<file path="config.mk">
export PLATFORM = sky130hd
export DESIGN_NAME = multicycle_ctrl
export DESIGN_NICKNAME = d
export VERILOG_FILES = /design/src/rtl/multicycle_ctrl.sv
export SDC_FILE = /design/constraint.sdc
export NUM_CORES = 1
export LEC_CHECK = 0
export CORE_AREA = 2 2 61 63
export DETAILED_ROUTE_END_ITERATION = 16
export DIE_AREA = 0 0 63 65
export PLACE_DENSITY = 0.81
export SLEW_MARGIN = 20
export SYNTH_ARGS = -nofsm -noshare
export SYNTH_HDL_FRONTEND = slang
export SYNTH_SLANG_ARGS = --single-unit
</file>
<file path="constraint.sdc">
create_clock -name CLK -period 2.9 [get_ports CLK]
set_input_delay 0.725 -clock CLK [delete_from_list [all_inputs] [get_ports CLK]]
set_output_delay 0.725 -clock CLK [all_outputs]
set_load 0.05 [all_outputs]
</file>
<file path="src/rtl/multicycle_ctrl.sv">
// Control sequencer for the multicycle datapath: FETCH/DECODE/EXEC/MEM/WB with wait-state timeout.
// Latency: ALU op 4 cycles, load 5, store 4, branch 3 (+1 per memory wait cycle); strobes are combinational from state.
// Backpressure: memReady stalls FETCH/MEM; TIMEOUT consecutive stalls escalate to the sticky FAULT state.
//
// Ports:
//   CLK, RST_N           clock (rising edge) and synchronous active-low reset
//   op, cmpRst, memReady opcode, compare result ([0]=eq, [1]=lt), memory handshake
//   IRWrite..memAddrSel  1-bit datapath strobes; numBits/immShift/ALUOp/regDataWrite multi-bit selects
//   state, halted, fault current state encoding and sticky status
//   instRetired          retired-instruction counter, wraps modulo 2^CNT_W
module multicycle_ctrl #(
  parameter int OP_W    = 4,
  parameter int TIMEOUT = 16,
  parameter int CNT_W   = 16
) (
  input  logic             CLK,
  input  logic             RST_N,
  input  logic [OP_W-1:0]  op,
  input  logic [1:0]       cmpRst,
  input  logic             memReady,
  output logic             IRWrite,
  output logic             ALUSrcA,
  output logic             ALUSrcB,
  output logic             writeEnable,
  output logic             DOrS,
  output logic             memEnableWrite,
  output logic             memEnableRead,
  output logic             PCWriteEnable,
  output logic             PCSource,
  output logic             loadInst,
  output logic             memAddrSel,
  output logic [1:0]       numBits,
  output logic [1:0]       immShift,
  output logic [2:0]       ALUOp,
  output logic [2:0]       regDataWrite,
  output logic [2:0]       state,
  output logic             halted,
  output logic             fault,
  output logic [CNT_W-1:0] instRetired
);

  typedef enum logic [2:0] {
    S_FETCH  = 3'd0,
    S_DECODE = 3'd1,
    S_EXEC   = 3'd2,
    S_MEM    = 3'd3,
    S_WB     = 3'd4,
    S_HALT   = 3'd5,
    S_FAULT  = 3'd6
  } state_t;

  // Counter must be able to hold TIMEOUT itself after the final increment.
  localparam int               WAIT_W    = (TIMEOUT < 2) ? 1 : $clog2(TIMEOUT + 1);
  localparam logic [WAIT_W-1:0] WAIT_LAST = WAIT_W'(TIMEOUT - 1);

  state_t             state_q, state_d;
  logic [WAIT_W-1:0]  wait_q, wait_d;
  logic [CNT_W-1:0]   inst_retired_q, inst_retired_d;
  logic               retire;

  logic [3:0]         op_lo;
  logic               op_hi_set;
  logic               is_load;
  logic               unused_cmp_lt;

  assign op_lo         = op[3:0];
  assign op_hi_set     = (op >> 4) != '0;
  assign is_load       = (op_lo == 4'h9);
  // Only equality is needed for beq; less-than is reserved for future branch types.
  assign unused_cmp_lt = cmpRst[1];

  always_comb begin
    state_d        = state_q;
    wait_d         = wait_q;
    retire         = 1'b0;
    IRWrite        = 1'b0;
    ALUSrcA        = 1'b0;
    ALUSrcB        = 1'b0;
    writeEnable    = 1'b0;
    DOrS           = 1'b0;
    memEnableWrite = 1'b0;
    memEnableRead  = 1'b0;
    PCWriteEnable  = 1'b0;
    PCSource       = 1'b0;
    loadInst       = 1'b0;
    memAddrSel     = 1'b0;
    numBits        = 2'b00;
    immShift       = 2'b00;
    ALUOp          = 3'b000;
    regDataWrite   = 3'b000;

    case (state_q)
      S_FETCH: begin
        memEnableRead = 1'b1;
        IRWrite       = 1'b1;
        // memReady wins over the timeout in the same cycle.
        if (memReady) begin
          state_d = S_DECODE;
        end else begin
          wait_d = wait_q + WAIT_W'(1);
          if (wait_q == WAIT_LAST) state_d = S_FAULT;
        end
      end

      S_DECODE: begin
        immShift      = 2'b01;
        ALUSrcB       = 1'b1;
        numBits       = 2'b11;
        PCWriteEnable = 1'b1;
        if (op_hi_set || (op_lo >= 4'hC && op_lo <= 4'hE)) state_d = S_FAULT;
        else if (op_lo == 4'hF)                            state_d = S_HALT;
        else                                               state_d = S_EXEC;
      end

      S_EXEC: begin
        ALUSrcA = 1'b1;
        if (op_lo <= 4'h7) begin
          ALUOp   = op_lo[2:0];
          state_d = S_WB;
        end else if (op_lo == 4'h8) begin
          ALUSrcB = 1'b1;
          state_d = S_WB;
        end else if (op_lo == 4'h9 || op_lo == 4'hA) begin
          ALUSrcB = 1'b1;
          state_d = S_MEM;
        end else if (op_lo == 4'hB) begin
          ALUOp = 3'b001;
          if (cmpRst[0]) begin
            PCWriteEnable = 1'b1;
            PCSource      = 1'b1;
          end
          state_d = S_FETCH;
          retire  = 1'b1;
        end else begin
          // Unreachable with a stable op; fail safe rather than guess.
          state_d = S_FAULT;
        end
      end

      S_MEM: begin
        memAddrSel     = 1'b1;
        memEnableRead  = is_load;
        memEnableWrite = ~is_load;
        if (memReady) begin
          if (is_load) begin
            state_d = S_WB;
          end else begin
            state_d = S_FETCH;
            retire  = 1'b1;
          end
        end else begin
          wait_d = wait_q + WAIT_W'(1);
          if (wait_q == WAIT_LAST) state_d = S_FAULT;
        end
      end

      S_WB: begin
        writeEnable = 1'b1;
        if (is_load) begin
          regDataWrite = 3'b001;
          loadInst     = 1'b1;
        end
        state_d = S_FETCH;
        retire  = 1'b1;
      end

      S_HALT:  state_d = S_HALT;
      S_FAULT: state_d = S_FAULT;
      default: state_d = S_FAULT;
    endcase

    // Every fresh memory request starts its own wait budget.
    if (state_d != state_q && (state_d == S_FETCH || state_d == S_MEM)) wait_d = '0;

    // Datapath must see idle strobes while reset is held, whatever the stale state.
    if (!RST_N) begin
      IRWrite        = 1'b0;
      ALUSrcA        = 1'b0;
      ALUSrcB        = 1'b0;
      writeEnable    = 1'b0;
      DOrS           = 1'b0;
      memEnableWrite = 1'b0;
      memEnableRead  = 1'b0;
      PCWriteEnable  = 1'b0;
      PCSource       = 1'b0;
      loadInst       = 1'b0;
      memAddrSel     = 1'b0;
      numBits        = 2'b00;
      immShift       = 2'b00;
      ALUOp          = 3'b000;
      regDataWrite   = 3'b000;
    end
  end

  assign inst_retired_d = retire ? inst_retired_q + CNT_W'(1) : inst_retired_q;

  always_ff @(posedge CLK) begin
    if (!RST_N) begin
      state_q        <= S_FETCH;
      wait_q         <= '0;
      inst_retired_q <= '0;
    end else begin
      state_q        <= state_d;
      wait_q         <= wait_d;
      inst_retired_q <= inst_retired_d;
    end
  end

  assign state       = state_q;
  assign halted      = (state_q == S_HALT);
  assign fault       = (state_q == S_FAULT);
  assign instRetired = inst_retired_q;

endmodule

</file>
---- Yosys cells after proc, flatten, opt, wreduce, memory -nomap -nowiden ----
Cells that the tools add are included.
operators by class
  add/subtract/negate cells ............... 2
  order comparisons ....................... 3
  equality and inequality tests ........... 14
  muxes and demuxes ....................... 60
  bitwise logic cells ..................... 3
  reduce and logical (&&, ||, !) cells .... 9
operators by type and width
  operator                                                               number
  3-bit two-way mux                                                      14
  1-bit two-way mux                                                      38
  4-bit == test, second input constant                                   5
  3-bit one-hot mux with 6 select lines                                  1
  16-bit by 1-bit adder with 16-bit output, second input constant        1
  3-bit by 2-bit == test with 1-bit output, second input constant        3
  3-bit == test, second input constant                                   3
  3-bit zero test                                                        2
  2-bit two-way mux                                                      3
  1-bit one-hot mux with 2 select lines                                  3
  5-bit by 1-bit adder with 5-bit output, second input constant          1
  5-bit by 4-bit == test with 1-bit output, second input constant        1
  4-bit >= comparator, second input constant                             1
  4-bit by 3-bit <= comparator with 1-bit output, second input constant  1
  4-bit <= comparator, second input constant                             1
  2-bit OR reduction                                                     2
  3-bit by 1-bit == test with 1-bit output, second input constant        1
  3-bit != test                                                          1
  1-bit inverter                                                         3
  1-bit one-hot mux with 3 select lines                                  1
  1-bit logical AND                                                      2
  1-bit logical OR                                                       2
  2-bit AND reduction                                                    1
storage, ports and cells
  bits in registers ....................... 24
  input bits .............................. 9
  output and inout bits ................... 42
  word-level logic and storage cells ...... 94

---- Logic depth before layout (Yosys ltp) ----
Gate-level depths: netlist (run 1).
  depth after elaboration ................. 10
  depth in mapped cells ................... 8
  depth with buffers taken out ............ 8

---- Least setup slack after synthesis (run 1) ----
No wires, ideal clock.
  path type ............................... flip-flop to output port
  start point ............................. register state_q[0] (netlist: state[0])
  end point ............................... output port PCWriteEnable
  arrival ................................. 2.874 ns
  required time ........................... 2.175 ns
  setup slack ............................. -0.699 ns
  stages on the path, launching flop included .. 6
  path buffers ............................ 2
  cell sequence ........................... dfxtp_1 > clkbuf_1 > buf_2 > nand2_1 > nor3_1 > or2_2
on the way
  word-level cells in the longest chain between the ends .. 3
  elaborated cells between the ends (all ways) .. 4
  classes of those cells .................. eq/ne (2); mux (2)
RTL lines
  what                                                                                                         line  source
  from (decl)                                                                                                  56    state_t state_q, state_d;
  from (signal assigned)                                                                                       203   state_q <= state_d;
  3-bit by 2-bit == test with 1-bit output / 3-bit by 1-bit == test with 1-bit output (equally long branches)  92    case (state_q)
  1-bit one-hot mux with 2 select lines (*)                                                                    92
  1-bit two-way mux (*)                                                                                        176   if (!RST_N) begin
  to (decl)                                                                                                    28    output logic PCWriteEnable,
Every way passes the cells marked *; elsewhere a longest branch is shown, timed or not.

---- Worst setup path after layout (run 1) ----
  start point ............................. input port RST_N
  end point ............................... output port ALUOp[2]
on the way
  word-level cells in the longest chain between the ends .. 1
RTL lines
  what               line  source
  from (decl)        17    input logic RST_N,
  3-bit two-way mux  176
  to (decl)          34    output logic [2:0] ALUOp,
Every way passes these cells.

==> out/metrics.cfg, run 1 <==
[synthesis]
synthFlopType=dfxtp_1
synth_top_cell_by_area=dfxtp_1
synth.area.top_cells=dfxtp_1 (31%), a21oi_1 (6.8%), o21ai_0 (4.6%), or3_1 (4.1%), nor2_1 (3.9%)
ys_seq_area_share_pct=31.27
synth_edf_count=0
synth.top_cells.by_count=dfxtp_1 (24), a21oi_1 (21), nor2_1 (16)
synth_cell_types=40
synth_top_area_share_pct=31.27
synthArstFlopShare_pct=0
synth_seq_cells=24
synth_most_common_cell=dfxtp_1
yosys_warnings=0
synthesis.area_mm2=0.001536
synth_cells=204
syn_area_per_cell_um2=7.532

[floorplanning]
die_w_um=63
rows=22
start_util_pct=43.95
dieHeight_um=65
fp.coreArea_mm2=0.003496
fp.dieArea_mm2=0.004095
num_io_pins=51

[detailed_routing]
routed_wl_um=3971
drt_first_pass_iters=4
via_count=1676
drc_errors=0
wire_per_inst_um=12.89
ant_nets=0
first_iter_violations=51
viasPerCell=5.442

[global_routing]
use_met1_pct=24.41
grt_pass1_wl_um=6824
met2_usage_pct=37.10
grt_max_degree=31
gr-total-overflow=0
grt_pass1_vias=1548
grt_use_total_pct=20.27
antenna_found_initial=0
use_met3_pct=2.951
busiest_layer=met2

[timing]
slew_headroom_pct=55.36
min_period_over_period_pct=98.28
fin_skew_ns=0.01164
setup_violations=0
drv_slew=0
rsz0062_at_grt=no
hold_viol=0
period_minus_slack_ns=2.850
setup_ws_ns=0.04996
max_freq_mhz=350.9
worst_pin_slew_ns=0.6689

[cts]
cts_buffers=3
htree_levels=1
cts_sinks=24
worstSkewPairLatency_ns=0.32
clk_pin_slew_worst_paths_ns=0.12
clock-root-buffer=clkbuf_4
cts_tree=yes
clockBufferDepth=2
hold_buffers=0

[power]
vdd_ir_drop_max_uv=247.3
leakage_nw=0.9087
powerDensity_mw_per_mm2=360.9

[worst_hold_path]
hp-class=flip-flop to flip-flop

[finish]
fillers=281
post_route_cells_drive_above_1_share_pct=20.38
synthToLayoutAreaGrowth_pct=56.35
design_area_mm2=0.002402
n_antenna_cell=0
layout.nets=273

[setup_path]
worstPathRequired_ns=2.17
cp_max_fo=4
crit_path_end_kind=output pin
worstSetupPathType=input port to output pin
arrival_ns=2.13
start_kind=input port

[place]
place_congestion=0.8091
dp_hpwl_um=3087
io_buffers=45
place_ws_ns=0.03350
place_area_mm2=0.002335

[job]
cap_viol_max_count=0

[outcome]
status=completed

-- kinds of logic (layout without fill, tap and decap cells) --
group | after synthesis | count (layout) | synth area share (%)
AOI/OAI and AO/OA | 52 | 52 | 20.28
buffers and inverters | 27 | 80 | 8.550
xor gates and xnor gates | 6 | 6 | 3.420
and+or+nand+nor | 88 | 88 | 31.84
DFF | 24 | 24 | 31.27
adders and majority gates | 3 | 3 | 2.443
muxes | 3 | 3 | 1.954
other | 1 | 4 | 0.2441
-- where the power goes --
part	internal (mW)	total, mW	leakage, nW	switching (mW)
clock network	0.140	0.241	0.0279	0.101
logic	0.117	0.275	0.687	0.158
registers	0.338	0.351	0.194	0.0132
total	0.595	0.867	0.909	0.272
-- layout by cell type, fill, tap and decap left out, types with 3 or more instances in the layout --
cell type        count
a211oi_1             3
a21o_1               3
a21oi_1             21
and2_1               4
buf_12              18
buf_4               21
clkbuf_4             3
clkdlybuf4s50_1     26
conb_1               4
dfxtp_1             24
ha_1                 3
inv_1                9
mux2i_1              3
nand2_1             12
nand2b_1             3
nand3_1              9
nand4_1              5
nor2_1              14
nor2b_1              5
nor3_1               3
o21ai_0             14
o31ai_1              5
or3_1               10
or4_1                5
xor2_1               4
-- routing by layer --
layer,up-vias,wire length [µm]
met5,-,0
met4,0,46
met3,5,178
met2,41,2033
met1,794,1713
li1,836,-
-- path summary, 6_finish.rpt --
path / start / to / slack, ns / cells past startpoint
worst min-delay path: instRetired[10]$_SDFFE_PN0P_ / instRetired[10]$_SDFFE_PN0P_ / 0.51 / 2
worst max-delay path: RST_N / ALUOp[2] / 0.05 / 6
worst max register to register: wait_q[0]$_SDFFE_PP0P_ / wait_q[1]$_SDFFE_PP0P_ / 0.75 / 8
worst min register to register: instRetired[10]$_SDFFE_PN0P_ / instRetired[10]$_SDFFE_PN0P_ / 0.51 / 2
-- critical path, stage by stage --
cell	delay, ns
clkdlybuf4s50_1	0.48
nand2b_1	0.11
buf_4	0.15
buf_4	0.14
nor4b_2	0.33
buf_12	0.18
-- through the flow --
| step | setup TNS, ns | power, mW | instances | utilization (%) | hold slack [ns] |
|---|---|---|---|---|---|
| final | 0 | 0.8669 | 308 | 68.72 | 0.5092 |
| after global routing | 0 | 0.9059 | 308 | 68.72 | 0.5327 |
| after CTS | 0 | 0.8719 | 307 | 68.29 | 0.5054 |
| after detailed placement | 0 | 0.6321 | 303 | 66.79 | 0.4846 |
| after global placement | 0 | 0.6271 | 303 | 66.79 | 0.4739 |
| after floorplan | -0.9611 | 0.5210 | 207 | - | 0.4670 |
-- registers in the layout (all words and copies together) (netlist names) --
signal	cells
wait_q	5
state	3
instRetired	16
-- final cells by class --
class / instances / area (µm²) / share of cell area [%]
Clock buffer: 3 / 22.52 / 0.9375
Clock inverter: 1 / 30.03 / 1.250
Inverter: 9 / 33.78 / 1.406
Multi-Input combinational cell: 156 / 972.2 / 40.47
Sequential cell: 24 / 480.5 / 20.00
Tap cell: 48 / 60.06 / 2.500
Timing Repair Buffer: 67 / 803.3 / 33.44
-- timing repair --
| item | 4_1_cts | 5_1_grt |
|---|---|---|
| setup buffers | 0 | 1 |
| setup endpoints to repair | 0 | 1 |
| resized for setup | 0 | 3 |
Power figures use the tool's default switching activity.
==> run 2, diff against run 1 <==
--- a/config.mk
+++ b/config.mk
@@ -5,10 +5,11 @@
 export SDC_FILE = /design/constraint.sdc
 export NUM_CORES = 1
 export LEC_CHECK = 0
-export CORE_AREA = 2 2 61 63
+export CORE_AREA = 2 2 65 67
+export CTS_BUF_LIST = sky130_fd_sc_hd__clkbuf_8
 export DETAILED_ROUTE_END_ITERATION = 16
-export DIE_AREA = 0 0 63 65
-export PLACE_DENSITY = 0.81
+export DIE_AREA = 0 0 67 69
+export PLACE_DENSITY = 0.72
 export SLEW_MARGIN = 20
 export SYNTH_ARGS = -nofsm -noshare
 export SYNTH_HDL_FRONTEND = slang
==> run 2 against run 1 <==
Utilization down 7.6 points. Via count fell by 2.1%. Largest cell class unchanged. Clock skew down 0.010 ns. Global-route usage shrank 0.99 points. Hold slack worse by 0.019 ns. Fmax increased by 1.6%.
==> out/metrics.cfg, run 2 (synthesis results as in run 1) <==
[timing]
worst_pin_slew_ns=0.6966
setup_violations=0
max_freq_mhz=356.6
rsz0062_at_grt=no
hold_slack_ns=0.4897
drv_slew=0
hold_viol=0
period_minus_slack_ns=2.804
fin_skew_ns=0.001620
min_period_over_period_pct=96.70
setup_ws_ns=0.09583
slew_headroom_pct=53.51
finalSetupTns_ns=0

[setup_path]
cp-endpoint=PCWriteEnable
startpoint=RST_N
cp_max_fo=2
arrival_ns=2.08
r2r_slack_ns=0.77
crit_path_end_kind=output pin
worstPathRequired_ns=2.17
start_kind=input port
reg2reg_depth=8
worstSetupPathType=input port to output pin
worstReg2RegEnd=wait_q[1]$_SDFFE_PP0P_
timing.rr.start=wait_q[0]$_SDFFE_PP0P_

[detailed_routing]
ant_nets=0
first_iter_violations=49
wire_per_inst_um=13.45
via_count=1640
drt_first_pass_iters=4
drc_errors=0
routed_wl_um=4155
viasPerCell=5.307

[place]
place_congestion=0.8517
place_ws_ns=-0.04944
io_buffers=45
dp_hpwl_um=3214

[cts]
clockBufferDepth=2
worstSkewPairLatency_ns=0.27
cts_sinks=24
cts_tree=yes
cts_buffers=3
htree_levels=1
clk_pin_slew_worst_paths_ns=0.09
postCtsSetupBuffers=0
clock-root-buffer=clkbuf_8

[floorplanning]
die_w_um=67
num_io_pins=51
start_util_pct=39.26
rows=23
dieHeight_um=69
fp.dieArea_mm2=0.004623
fp.coreArea_mm2=0.003914

[finish]
layout.nets=272
post_route_cells_drive_above_1_share_pct=21.24
fin_util_pct=61.16
n_antenna_cell=0
synthToLayoutAreaGrowth_pct=55.78
mostFrequentLayoutCells=clkdlybuf4s50_1 (25), dfxtp_1 (24), a21oi_1 (21), buf_4 (21), buf_12 (17)
layout_commonest_cell=clkdlybuf4s50_1
largest_reg_flops=16

[power]
leakage_nw=0.8930
vdd_ir_drop_max_uv=246.5
powerDensity_mw_per_mm2=358.5
power_mw=0.8582

[global_routing]
grt_pass1_wl_um=7169
grt_use_total_pct=19.27
antenna_found_initial=0
grt_max_degree=23
grt_pass1_vias=1624
gr-total-overflow=0

[worst_hold_path]
hp-class=flip-flop to flip-flop
min_path_cells=2

[outcome]
status=completed

[job]
cap_viol_max_count=0

## run 2: cell type report
class / count / area (µm²)
Clock buffer: 4 / 55.05
Inverter: 9 / 33.78
Fill cell: 378 / 1520
Sequential cell: 24 / 480.5
Timing Repair Buffer: 66 / 778.2
Multi-Input combinational cell: 156 / 983.4
Tap cell: 50 / 62.56
## run 2: layer usage
layer / track usage (%) / vias up / share of wire, %
li1: - / 836 / -
met1: 23.40 / 759 / 44
met4: 6.122 / 0 / 1.4
met5: 0 / - / 0
met2: 33.44 / 38 / 51
met3: 3.589 / 7 / 4.3
## run 2: worst min-delay path by stage
| stage | start | to | slack, ns |
|---|---|---|---|
| 5_1_grt | instRetired[10]$_SDFFE_PN0P_ | instRetired[10]$_SDFFE_PN0P_ | 0.54 |
| 2_1_floorplan | wait_q[1]$_SDFFE_PP0P_ | wait_q[1]$_SDFFE_PP0P_ | 0.47 |
| 6_report | instRetired[15]$_SDFFE_PN0P_ | instRetired[15]$_SDFFE_PN0P_ | 0.49 |
| 3_5_place_dp | instRetired[15]$_SDFFE_PN0P_ | instRetired[15]$_SDFFE_PN0P_ | 0.48 |
| 4_1_cts | instRetired[15]$_SDFFE_PN0P_ | instRetired[15]$_SDFFE_PN0P_ | 0.49 |
| 3_3_place_gp | instRetired[15]$_SDFFE_PN0P_ | instRetired[15]$_SDFFE_PN0P_ | 0.47 |
## run 2: per-stage QoR
| step | cell area (µm²) | instances |
|---|---|---|
| after detailed placement | 2325 | 305 |
| final | 2394 | 309 |
| after global placement | 2325 | 305 |
| after floorplan | 1582 | 207 |
| after CTS | 2382 | 309 |
| after global routing | 2394 | 309 |
## run 2: what timing repair did
action | in CTS | in global routing
resized for setup | 4 | 3
hold buffers | 0 | 0
cloned | 0 | 0
setup endpoints to repair | 1 | 2
pin swaps | 0 | 0
endpoints found under the hold margin | 0 | 0
## run 2: critical path: stages
cell and delay (ns):
clkdlybuf4s50_1 0.42, nand2b_1 0.14, nor2_4 0.04, and2_4 0.15
and4_1 0.21, or2_4 0.24, buf_12 0.15
## run 2: power by group
group          switching [mW]  total [mW]  internal, mW
combinational           0.162       0.276         0.114
sequential             0.0104       0.348         0.338
clock                   0.113       0.234         0.122
